[src/rtl/axi4_read_responder_pkg.sv]
// Shared definitions for the AXI4 read responder: default widths, burst
// encodings, response codes and FSM states.
package axi4_read_responder_pkg;

    localparam int AXI_ADDR_W = 32;
    localparam int AXI_DATA_W = 32;
    localparam int AXI_ID_W   = 8;
    localparam int AXI_STRB_W = AXI_DATA_W / 8;

    typedef enum logic [1:0] {
        BURST_FIXED = 2'd0,
        BURST_INCR  = 2'd1,
        BURST_WRAP  = 2'd2,
        BURST_RSVD  = 2'd3
    } burst_e;

    localparam logic [1:0] RESP_OKAY   = 2'b00;
    localparam logic [1:0] RESP_SLVERR = 2'b10;

    typedef enum logic {
        ST_IDLE = 1'b0,
        ST_RESP = 1'b1
    } state_e;

    // Lane index width; a single-lane bus still needs a 1-bit index.
    function automatic int lane_w(input int strb);
        return (strb > 1) ? $clog2(strb) : 1;
    endfunction

endpackage

[src/rtl/axi4_read_responder_addr_gen.sv]
// Combinational burst address step, active byte-lane window and error
// detection for the beat currently being presented.
module axi_burst_addr_gen
    import axi4_read_responder_pkg::*;
#(
    parameter int ADDR_WIDTH = AXI_ADDR_W,
    parameter int DATA_WIDTH = AXI_DATA_W,
    localparam int STRB      = DATA_WIDTH / 8,
    localparam int LANE_W    = lane_w(DATA_WIDTH / 8)
) (
    input  logic [ADDR_WIDTH-1:0] addr,
    input  burst_e                burst,
    input  logic [2:0]            size,
    input  logic [7:0]            len,
    output logic [ADDR_WIDTH-1:0] next_addr,
    output logic [LANE_W-1:0]     lane_lo,
    output logic [LANE_W-1:0]     lane_hi,
    output logic                  err
);

    localparam int LOG2_STRB = $clog2(STRB);

    logic [ADDR_WIDTH-1:0] beat_bytes;
    logic [ADDR_WIDTH-1:0] size_mask;
    logic [ADDR_WIDTH-1:0] aligned;
    logic [ADDR_WIDTH-1:0] wrap_mask;
    logic [ADDR_WIDTH-1:0] strb_mask;

    always_comb begin
        beat_bytes = ADDR_WIDTH'(1) << size;
        size_mask  = beat_bytes - ADDR_WIDTH'(1);
        aligned    = addr & ~size_mask;
        wrap_mask  = ((ADDR_WIDTH'(len) + ADDR_WIDTH'(1)) << size) - ADDR_WIDTH'(1);
        strb_mask  = ADDR_WIDTH'(STRB - 1);

        lane_lo = LANE_W'(addr & strb_mask);
        lane_hi = LANE_W'((aligned | size_mask) & strb_mask);

        case (burst)
            BURST_FIXED: next_addr = addr;
            BURST_INCR:  next_addr = aligned + beat_bytes;
            BURST_WRAP:  next_addr = (addr & ~wrap_mask) | ((addr + beat_bytes) & wrap_mask);
            default:     next_addr = addr;
        endcase

        // An aligned WRAP start stays aligned, so checking the live beat address is enough.
        err = (burst == BURST_RSVD)
            || (size > 3'(LOG2_STRB))
            || ((burst == BURST_WRAP) && !(len inside {8'd1, 8'd3, 8'd7, 8'd15}))
            || ((burst == BURST_WRAP) && ((addr & size_mask) != '0));
    end

endmodule

[src/rtl/axi4_read_responder.sv]
// AXI4 read responder returning a per-byte address pattern, with LFSR-driven
// AR back-pressure and R-channel bubbles.
//
//   state   | meaning
//   --------+-------------------------------------------------------------
//   ST_IDLE | no burst in flight; ar_ready follows the stall LFSR
//   ST_RESP | returning beats of the latched burst; ar_ready held low
module axi4_read_responder
    import axi4_read_responder_pkg::*;
#(
    parameter int          AXI_ADDR_WIDTH = AXI_ADDR_W,
    parameter int          AXI_DATA_WIDTH = AXI_DATA_W,
    parameter int          AXI_ID_WIDTH   = AXI_ID_W,
    parameter logic [15:0] LFSR_SEED      = 16'hACE1,
    parameter bit          AR_STALL_EN    = 1'b1,
    parameter bit          R_BUBBLE_EN    = 1'b1
) (
    input  logic                      clk,
    input  logic                      rst_n,
    input  logic [AXI_ADDR_WIDTH-1:0] axi_ar_addr,
    input  logic [1:0]                axi_ar_burst,
    input  logic [2:0]                axi_ar_size,
    input  logic [AXI_ID_WIDTH-1:0]   axi_ar_id,
    input  logic [7:0]                axi_ar_len,
    input  logic                      axi_ar_valid,
    output logic                      axi_ar_ready,
    output logic [AXI_DATA_WIDTH-1:0] axi_r_data,
    output logic [AXI_ID_WIDTH-1:0]   axi_r_id,
    output logic [1:0]                axi_r_resp,
    output logic                      axi_r_last,
    output logic                      axi_r_valid,
    input  logic                      axi_r_ready
);

    localparam int          STRB      = AXI_DATA_WIDTH / 8;
    localparam int          LANE_W    = lane_w(STRB);
    localparam logic [15:0] LFSR_TAPS = 16'hB400;

    state_e                    state_q, state_d;
    logic [15:0]               lfsr_q, lfsr_d;
    logic                      ar_ready_q, ar_ready_d;
    logic                      r_valid_q, r_valid_d;
    logic [AXI_ADDR_WIDTH-1:0] addr_q, addr_d;
    burst_e                    burst_q, burst_d;
    logic [2:0]                size_q, size_d;
    logic [7:0]                len_q, len_d;
    logic [7:0]                beat_q, beat_d;
    logic [AXI_ID_WIDTH-1:0]   id_q, id_d;

    logic [AXI_ADDR_WIDTH-1:0] next_addr;
    logic [LANE_W-1:0]         lane_lo;
    logic [LANE_W-1:0]         lane_hi;
    logic                      err;
    logic                      ar_hs;
    logic                      r_hs;
    logic                      last_beat;
    logic                      bubble;
    logic [AXI_DATA_WIDTH-1:0] beat_data;

    axi_burst_addr_gen #(
        .ADDR_WIDTH (AXI_ADDR_WIDTH),
        .DATA_WIDTH (AXI_DATA_WIDTH)
    ) u_addr_gen (
        .addr      (addr_q),
        .burst     (burst_q),
        .size      (size_q),
        .len       (len_q),
        .next_addr (next_addr),
        .lane_lo   (lane_lo),
        .lane_hi   (lane_hi),
        .err       (err)
    );

    assign ar_hs     = axi_ar_valid & ar_ready_q;
    assign r_hs      = r_valid_q & axi_r_ready;
    assign last_beat = (beat_q == len_q);
    assign bubble    = R_BUBBLE_EN & lfsr_q[1];

    always_comb begin
        lfsr_d    = {1'b0, lfsr_q[15:1]} ^ (lfsr_q[0] ? LFSR_TAPS : 16'h0000);
        state_d   = state_q;
        r_valid_d = r_valid_q;
        addr_d    = addr_q;
        burst_d   = burst_q;
        size_d    = size_q;
        len_d     = len_q;
        beat_d    = beat_q;
        id_d      = id_q;

        case (state_q)
            ST_IDLE: begin
                if (ar_hs) begin
                    addr_d    = axi_ar_addr;
                    burst_d   = burst_e'(axi_ar_burst);
                    size_d    = axi_ar_size;
                    len_d     = axi_ar_len;
                    id_d      = axi_ar_id;
                    beat_d    = 8'd0;
                    state_d   = ST_RESP;
                    r_valid_d = ~bubble;
                end
            end
            ST_RESP: begin
                if (r_hs) begin
                    if (last_beat) begin
                        state_d   = ST_IDLE;
                        r_valid_d = 1'b0;
                    end else begin
                        addr_d    = next_addr;
                        beat_d    = beat_q + 8'd1;
                        r_valid_d = ~bubble;
                    end
                end else if (!r_valid_q) begin
                    r_valid_d = ~bubble;
                end
            end
            default: state_d = ST_IDLE;
        endcase

        // Registered from next-cycle state/LFSR so ar_ready is a clean flop output.
        ar_ready_d = (state_d == ST_IDLE) & ~(AR_STALL_EN & lfsr_d[0]);
    end

    always_ff @(posedge clk or negedge rst_n) begin
        if (!rst_n) begin
            state_q    <= ST_IDLE;
            lfsr_q     <= LFSR_SEED;
            ar_ready_q <= 1'b0;
            r_valid_q  <= 1'b0;
            addr_q     <= '0;
            burst_q    <= BURST_FIXED;
            size_q     <= '0;
            len_q      <= '0;
            beat_q     <= '0;
            id_q       <= '0;
        end else begin
            state_q    <= state_d;
            lfsr_q     <= lfsr_d;
            ar_ready_q <= ar_ready_d;
            r_valid_q  <= r_valid_d;
            addr_q     <= addr_d;
            burst_q    <= burst_d;
            size_q     <= size_d;
            len_q      <= len_d;
            beat_q     <= beat_d;
            id_q       <= id_d;
        end
    end

    always_comb begin
        beat_data = '0;
        for (int k = 0; k < STRB; k++) begin
            if (k >= int'(lane_lo) && k <= int'(lane_hi)) begin
                beat_data[k*8 +: 8] = 8'((addr_q & ~AXI_ADDR_WIDTH'(STRB - 1)) + AXI_ADDR_WIDTH'(k));
            end
        end
    end

    // Payload only changes on a handshake, so gating with r_valid keeps it stable and zero in reset.
    assign axi_ar_ready = ar_ready_q;
    assign axi_r_valid  = r_valid_q;
    assign axi_r_data   = (r_valid_q && !err) ? beat_data : '0;
    assign axi_r_resp   = (r_valid_q && err) ? RESP_SLVERR : RESP_OKAY;
    assign axi_r_last   = r_valid_q & last_beat;
    assign axi_r_id     = r_valid_q ? id_q : '0;

endmodule

[config.mk]
export PLATFORM = sky130hd
export DESIGN_NAME = axi4_read_responder
export DESIGN_NICKNAME = d
export VERILOG_FILES = /design/src/rtl/axi4_read_responder_pkg.sv /design/src/rtl/axi4_read_responder_addr_gen.sv /design/src/rtl/axi4_read_responder.sv
export SDC_FILE = /design/constraint.sdc
export NUM_CORES = 1
export LEC_CHECK = 0
export CORE_MARGIN = 1
export CORE_UTILIZATION = 40
export CTS_CLUSTER_SIZE = 10
export DETAILED_ROUTE_END_ITERATION = 8
export HOLD_SLACK_MARGIN = 0.1
export PLACE_DENSITY = 0.6
export REMOVE_ABC_BUFFERS = 1
export SKIP_LAST_GASP = 1
export SYNTH_ARGS = -nofsm -noshare
export SYNTH_HDL_FRONTEND = slang
export SYNTH_SLANG_ARGS = --single-unit
[constraint.sdc]
create_clock -name clk -period 11.05 [get_ports clk]
set_clock_uncertainty 0.2 [all_clocks]
set_input_delay 2.21 -clock clk [delete_from_list [all_inputs] [get_ports clk]]
set_output_delay 2.21 -clock clk [all_outputs]
set_load 0.03 [all_outputs]
Yosys cells after proc, flatten, opt, wreduce, memory -nomap -nowiden --
Cells that the tools add are included. Widths: inputs -> output; s select.
Operators by class: muxes and demuxes 26, equality and inequality tests 12, reductions and logical operators 16, order comparisons 7, shift operators 2, bitwise logic cells 17, add/subtract/negate cells 9
Operator list (number):
- $and 32x32->32 | 4
- $mux 32 | 4
- $pmux 32 s2 | 2
- $add 32x32->32 | 2
- $mux 8 | 8
- $not 32->32 | 2
- $sub 32x1->32 const B | 2
- $or 32x32->32 | 1
- $reduce_bool 32->1 | 1
- $shl 1x3->32 const A | 1
- $shl 32x3->32 | 1
- $add 8x1->8 const B | 2
- $add 8x2->8 const B | 2
- $mux 16 | 1
- $pmux 8 s2 | 1
- $xor 15x16->16 | 1
- $add 8x1->9 const B | 1
- $eq 8x1->1 const B | 1
- $eq 8x2->1 const B | 1
- $eq 8x3->1 const B | 1
- $eq 8x4->1 const B | 1
- $eq 8x8->1 | 1
- $mux 1 | 7
- $logic_and 1x1->1 | 6
- 21 further kinds | 35
Word-level totals: word-level logic and storage cells 99, bits in registers 80

Logic depth before layout (Yosys ltp) --
depth after elaboration 10, depth in mapped cells 17, gate-level depth less buffers 14

Cells and area by module --
A second synthesis with hierarchy kept.
Second synthesis, totals: cells, all modules 1015, area total of the unflattened synthesis 7995.2 um2
By module, submodules not included:
- axi_burst_addr_gen | seq. area each 0.0 um2, instances 1, area each 4237.8 um2, cells an instance 637
- axi4_read_responder | seq. area each 2011.9 um2, instances 1, area each 3757.4 um2, cells an instance 378

Worst setup path after synthesis --
Ideal clock, no wire load.
path kind reg-to-output, start point register size_q[0], end point output axi_r_data[10], arrival time 3248 ps, path slack 5392 ps, path buffers 4, required time 8640 ps, cell stages (with the launch flop) 15, path through dfrtp_1 buf_2 buf_2 buf_2 buf_1 nor2_1 inv_1 ha_1 nor3_1 o2111a_1 o211a_1 o21ai_0 nand2b_1 a21oi_1 and2_1
On the way: word-level cells in the longest chain between the ends 9, elaborated cells between the ends (all ways) 18, classes of those cells 1 x add/sub; 2 x order compare; 1 x shift; 2 x mux; 4 x bitwise; 8 x reduce/logical
RTL lines:
- start, declared | RTL line axi4_read_responder.sv:45 | logic [2:0] size_q, size_d;
- start signal, assigned | RTL line axi4_read_responder.sv:143 | size_q <= size_d;
- $shl 1x3->32 | RTL line axi4_read_responder_addr_gen.sv:30 | beat_bytes = ADDR_WIDTH'(1) << size;
- $sub 32x1->32 | RTL line axi4_read_responder_addr_gen.sv:31 | size_mask = beat_bytes - ADDR_WIDTH'(1);
- $not 32->32 / $and 32x32->32 (equally long branches) | RTL line axi4_read_responder_addr_gen.sv:32, axi4_read_responder_addr_gen.sv:50
- $and 32x32->32 / $reduce_bool 32->1 (equally long branches) | RTL line axi4_read_responder_addr_gen.sv:32, axi4_read_responder_addr_gen.sv:50
- $or 2x2->2 / $logic_and 1x1->1 (equally long branches) | RTL line axi4_read_responder_addr_gen.sv:37, axi4_read_responder_addr_gen.sv:50
- $le 1x2->1 / $logic_or 1x1->1 (equally long branches) | RTL line axi4_read_responder.sv:153, axi4_read_responder_addr_gen.sv:50
- $logic_and 1x1->1 / $logic_not 1->1 (equally long branches) | RTL line axi4_read_responder.sv:153, axi4_read_responder.sv:162
- $mux 8 / $logic_and 1x1->1 (equally long branches) | RTL line axi4_read_responder.sv:153, axi4_read_responder.sv:162
- $mux 32 * | RTL line axi4_read_responder.sv:162 | assign axi_r_data = (r_valid_q && !err) ? beat_data : '0;
- end, declared | RTL line axi4_read_responder.sv:27 | output logic [AXI_DATA_WIDTH-1:0] axi_r_data,
Mark *: on every way between the ends. The rest lies on a longest branch, timed or not.

Worst setup path in the final report --
start point register size_q[2], end point output axi_r_data[18]
On the way: word-level cells in the longest chain between the ends 9, elaborated cells between the ends (all ways) 18, classes of those cells 1 x add/sub; 2 x order compare; 1 x shift; 2 x mux; 4 x bitwise; 8 x reduce/logical
RTL lines (RTL line):
- $shl 1x3->32 | axi4_read_responder_addr_gen.sv:30
- $sub 32x1->32 | axi4_read_responder_addr_gen.sv:31
- $not 32->32 / $and 32x32->32 (equally long branches) | axi4_read_responder_addr_gen.sv:32, axi4_read_responder_addr_gen.sv:50
- $and 32x32->32 / $reduce_bool 32->1 (equally long branches) | axi4_read_responder_addr_gen.sv:32, axi4_read_responder_addr_gen.sv:50
- $or 2x2->2 / $logic_and 1x1->1 (equally long branches) | axi4_read_responder_addr_gen.sv:37, axi4_read_responder_addr_gen.sv:50
- $le 2x2->1 / $logic_or 1x1->1 (equally long branches) | axi4_read_responder.sv:153, axi4_read_responder_addr_gen.sv:50
- $logic_and 1x1->1 / $logic_not 1->1 (equally long branches) | axi4_read_responder.sv:153, axi4_read_responder.sv:162
- $mux 8 / $logic_and 1x1->1 (equally long branches) | axi4_read_responder.sv:153, axi4_read_responder.sv:162
- $mux 32 * | axi4_read_responder.sv:162
Marked as above.

==> flow_summary.ini <==
[synth]
ys.flop_type = dfrtp_1
syn_inst = 914
synth_seq_cells = 80
seq_area_frac_synth_pct = 28.1
synth-async-reset-ratio_pct = 100
syn_area_mm2 = 0.00715
ys_warn_count = 0
synth.distinct_cells = 95
synth_edf_count = 0
postSynthAreaPerCell_um2 = 7.83

[finish]
antenna_cells = 0
drive_gt1_share_pct = 6.95
syn2layout_area_growth_pct = 18.7
nets = 1050

[clocking]
cts_max_level = 3
cts-buffers-inserted = 9
post_cts_buffers = 0
clk_latency_ns = 0.36
clock_path_buffers = 2
cts_tree = done
cts.sinks = 80
cts_hold_buffers = 0
root_buffer = clkbuf_16
cts_resized = 0
clk_pin_slew_ns = 0.08

[global_routing]
grt_first_pass_wirelength_um = 35100
grt_pass1_vias = 6463
gr-usage-all-layers_pct = 24.5
grt_max_degree = 53
grt_overflow = 0
antenna_found_initial = 0

[power]
power_density_mw_per_mm2 = 310
ir_worst_vdd_v = 0.000176
p_leak_uw = 0.00337

[job]
maxCapViolations = 0

[placed_design]
hpwl_um = 15700
routabilityCongestion = 0.887
io_buffers = 96

[worst_setup_path]
critPathTopFamily = buffers and inverters
slowest_stage = clkdlybuf4s50_1
crit_path_end_kind = output pin
critPathRequiredTime_ns = 8.64
slowest_delay_ns = 0.66
crit_path_start_kind = flop
r2r_slack_ns = 6.39
path_cells = buf_4 -> clkinv_1 -> nand2_1 -> nor2_1 -> inv_1 -> ha_1 -> nor3_1 -> o2111a_1 -> o211a_1 -> o21ai_0 -> a21o_1 -> a21oi_1 -> and2_1 -> clkdlybuf4s50_1
cp_max_fo = 36
arrival_ns = 4.14
critPathBufInv = 4
worstSetupPathType = reg2out

[floorplan]
ioPinCount = 102
die_w_um = 136
core_mm2 = 0.0174
start_util_pct = 41.2
die_y_um = 136
rows = 48
die_area_mm2 = 0.0184

[sta]
finalSetupViolations = 0
worstMarginPinSlew_ns = 1.23
whs_ns = 0.154
rsz0062_at_grt = no
setup_tns_ns = 0
finalHoldViolCount = 0
fin_crit_sh_pct = 59.3
fin_crit_ns = 6.55
drv_slew = 0
slew_headroom_pct = 17.9
max_freq_mhz = 153

[drt]
drt_wl_total_um = 21900
vias_per_cell = 5.84
wl_per_cell_um = 18.2
ant_nets = 0
drt_drc_violations_left = 0
dr.pass1.iters = 5
drtIter0Drc = 551
detailroute.via_count = 7026

[hold_path]
min_path_type = reg2reg

[status]
outcome = completed
## layout by cell type (no fill, tap or decap), types with 11 or more instances in the layout
cell type,count
xnor2_1,34
dfrtp_1,72
a21oi_1,56
xor2_1,27
a31oi_1,11
and3_1,15
nor2_1,78
nand3_1,27
clkdlybuf4s50_1,95
o21ai_0,54
ha_1,19
nand4_1,14
nor3_1,26
buf_4,13
o22ai_1,14
nand2_1,112
and2_1,38
inv_1,31
nand2b_1,13
## worst paths after layout
path | end | startpoint | cells past startpoint
worst max-delay path | axi_r_data[18] | size_q[2] | 14
worst max register to register | flop | size_q[2] | 15
worst min-delay path | lfsr_q[8] | lfsr_q[9] | 0
min in group asynchronous | asynchronous set/reset pin | rst_n | 1
max in group asynchronous | beat_q[1] | rst_n | 2
worst min register to register | lfsr_q[8] | lfsr_q[9] | 0
## cell usage after synthesis, types with 26 or more instances
| master | number | area, µm² |
|---|---|---|
| nand2_1 | 112 | 420 |
| nor2_1 | 79 | 297 |
| dfrtp_1 | 72 | 1800 |
| a21oi_1 | 56 | 280 |
| o21ai_0 | 54 | 270 |
| and2_1 | 38 | 238 |
| clkbuf_1 | 38 | 143 |
| xnor2_1 | 34 | 298 |
| inv_1 | 31 | 116 |
| nand3_1 | 27 | 135 |
| xor2_1 | 27 | 236 |
| nor3_1 | 26 | 130 |
## layout make-up
class                      count  area (µm²)
clock buffer                   9         225
clock inverter                 7        72.6
fill                        1729        8860
inverter                      33         124
multi-input combinational    741        4730
sequential                    80        2010
tap                          225         282
timing repair buffer         108        1050
## routing by layer
layer  vias up  GRT usage (%)  part of all wire [%]
met5         -              0                     0
met4         0           7.12                   1.5
li1       3425              -                     -
met3        24           3.74                   6.6
met1      3320           34.7                    47
met2       257           38.3                    44
## stage by stage
stage	instance area (µm²)	setup slack (ns)	power, µW	cells	util [%]
global route	8490	4.13	2830	1203	48.9
floorplan	6860	5.02	1750	854	-
detailed placement	8190	4.92	2300	1187	47.2
finish	8490	4.50	2630	1203	48.9
CTS	8490	4.51	2620	1203	48.9
global placement	8190	5.05	2290	1187	47.2
## cell families (layout without fill, tap and decap cells)
| family | Yosys count | count (layout) | share of synthesized area (%) |
|---|---|---|---|
| AOI/OAI and AO/OA | 268 | 268 | 26.3 |
| xor gates and xnor gates | 61 | 61 | 7.47 |
| adders and majority gates | 22 | 22 | 3.90 |
| buffers and inverters | 97 | 157 | 6.09 |
| DFF | 80 | 80 | 28.1 |
| muxes | 11 | 11 | 1.57 |
| other | 1 | 5 | 0.0524 |
| and+or+nand+nor | 374 | 374 | 26.5 |
## where the power goes
part,total (µW),internal (µW),switching (µW)
Combinational,1750,677,1070
Sequential,573,390,182
Clock,310,160,150
Total,2630,1230,1400
Power figures use the tool's default switching activity.
==> variant: new RTL, same settings <==
Change the package constant `AXI_ID_W` from 8 to 6.
--- a/src/rtl/axi4_read_responder_pkg.sv
+++ b/src/rtl/axi4_read_responder_pkg.sv
@@ -6,3 +6,3 @@
     localparam int AXI_DATA_W = 32;
-    localparam int AXI_ID_W   = 8;
+    localparam int AXI_ID_W   = 6;
     localparam int AXI_STRB_W = AXI_DATA_W / 8;
Interface: changed (resized axi_ar_id and axi_r_id); port bits go from 102 to 98. No check against the original RTL was run, so the function may have changed too.
==> variant against the original RTL <==
  * Cell area grew 1.1%
  * Worst setup slack lost 0.60 ns
  * Wire length grew 1.8%
  * Largest power group unchanged
  * Sequential cell count shrank 2
  * Critical path depth shrank 1
  * Total power grew 6.5%
  * Highest routed layer unchanged
  * Synthesized area grew 3.1%
  * Largest cell class unchanged
  * Die area grew 3.0%
==> variant: results <==
export IMPL_placed_cell_area_um2=8310
export IMPL_synth_area_top_cells="dfrtp_1, xnor2_1, nor2_1"
export IMPL_port_buffers=92
export IMPL_seq_area_frac_synth_pct=26.6
export IMPL_post_place_ws_ns=4.29
export IMPL_dp_cells=1173
export IMPL_drive_gt1_share_pct=8.02
export IMPL_r2r_cells=14
export IMPL_seq_power_share_pct=20.7
export IMPL_postSynthCellCount=907
export IMPL_synth_most_common_cell="nor2_1"
export IMPL_routedWlPerCell_um=18.7
export IMPL_status="complete, no violations"
export IMPL_synth_common_cells="nor2_1, dfrtp_1, nand2_1"
export IMPL_worst_pin_slew_ns=0.762
export IMPL_setup_ws_ns=3.90
export IMPL_use_met2_pct=38.5
export IMPL_cp_max_fo=31
export IMPL_first_global_vias=6530
export IMPL_sw_frac_of_total_pct=53.8
export IMPL_vias_per_cell=5.96
export IMPL_wl_met2_um=10200
export IMPL_first_iter_violations=462
export IMPL_combPwrFrac_pct=69.0
export IMPL_whs_ns=0.152
export IMPL_met3_usage_pct=3.75
export IMPL_crit_family="compound AO/OA/AOI/OAI gates"
export IMPL_fin_cells=1189
export IMPL_synth_cell_types=98
export IMPL_crit_path_start="size_q[1]"
export IMPL_vdd_ir_drop_max_mv=0.184
export IMPL_dp_hpwl_um=16000
export IMPL_wl_met3_um=1320
export IMPL_finalNetCount=1030
export IMPL_grt_total_usage_pct=24.0
export IMPL_crit_end="axi_r_data[15]"
## variant: changes by cell type after synthesis, moves of 5 or more
cell,before,now
a211oi_1,10,15
a21oi_1,56,41
mux2_2,2,11
nand2_1,112,70
nand3b_1,0,5
nor2_1,79,71
nor3_1,26,32
nor4_1,7,13
o211ai_1,5,15
o22ai_1,14,4
xnor2_1,34,43
## variant: kinds of logic after synthesis
logic type / synth area share [%]
AOI/OAI and AO/OA: 26.7
xor gates and xnor gates: 8.20
adders and majority gates: 3.77
buffers and inverters: 6.70
DFF: 26.6
muxes: 3.44
other: 0.0509
and+or+nand+nor: 24.5
## variant: layout make-up
| cell class | instances | area, um^2 |
|---|---|---|
| Timing Repair Buffer | 104 | 1010 |
| Tap cell | 229 | 287 |
| Clock inverter | 6 | 46.3 |
| Sequential cell | 78 | 1960 |
| Inverter | 31 | 116 |
| Multi-Input combinational cell | 731 | 4930 |
| Clock buffer | 10 | 229 |
| Fill cell | 1832 | 9440 |
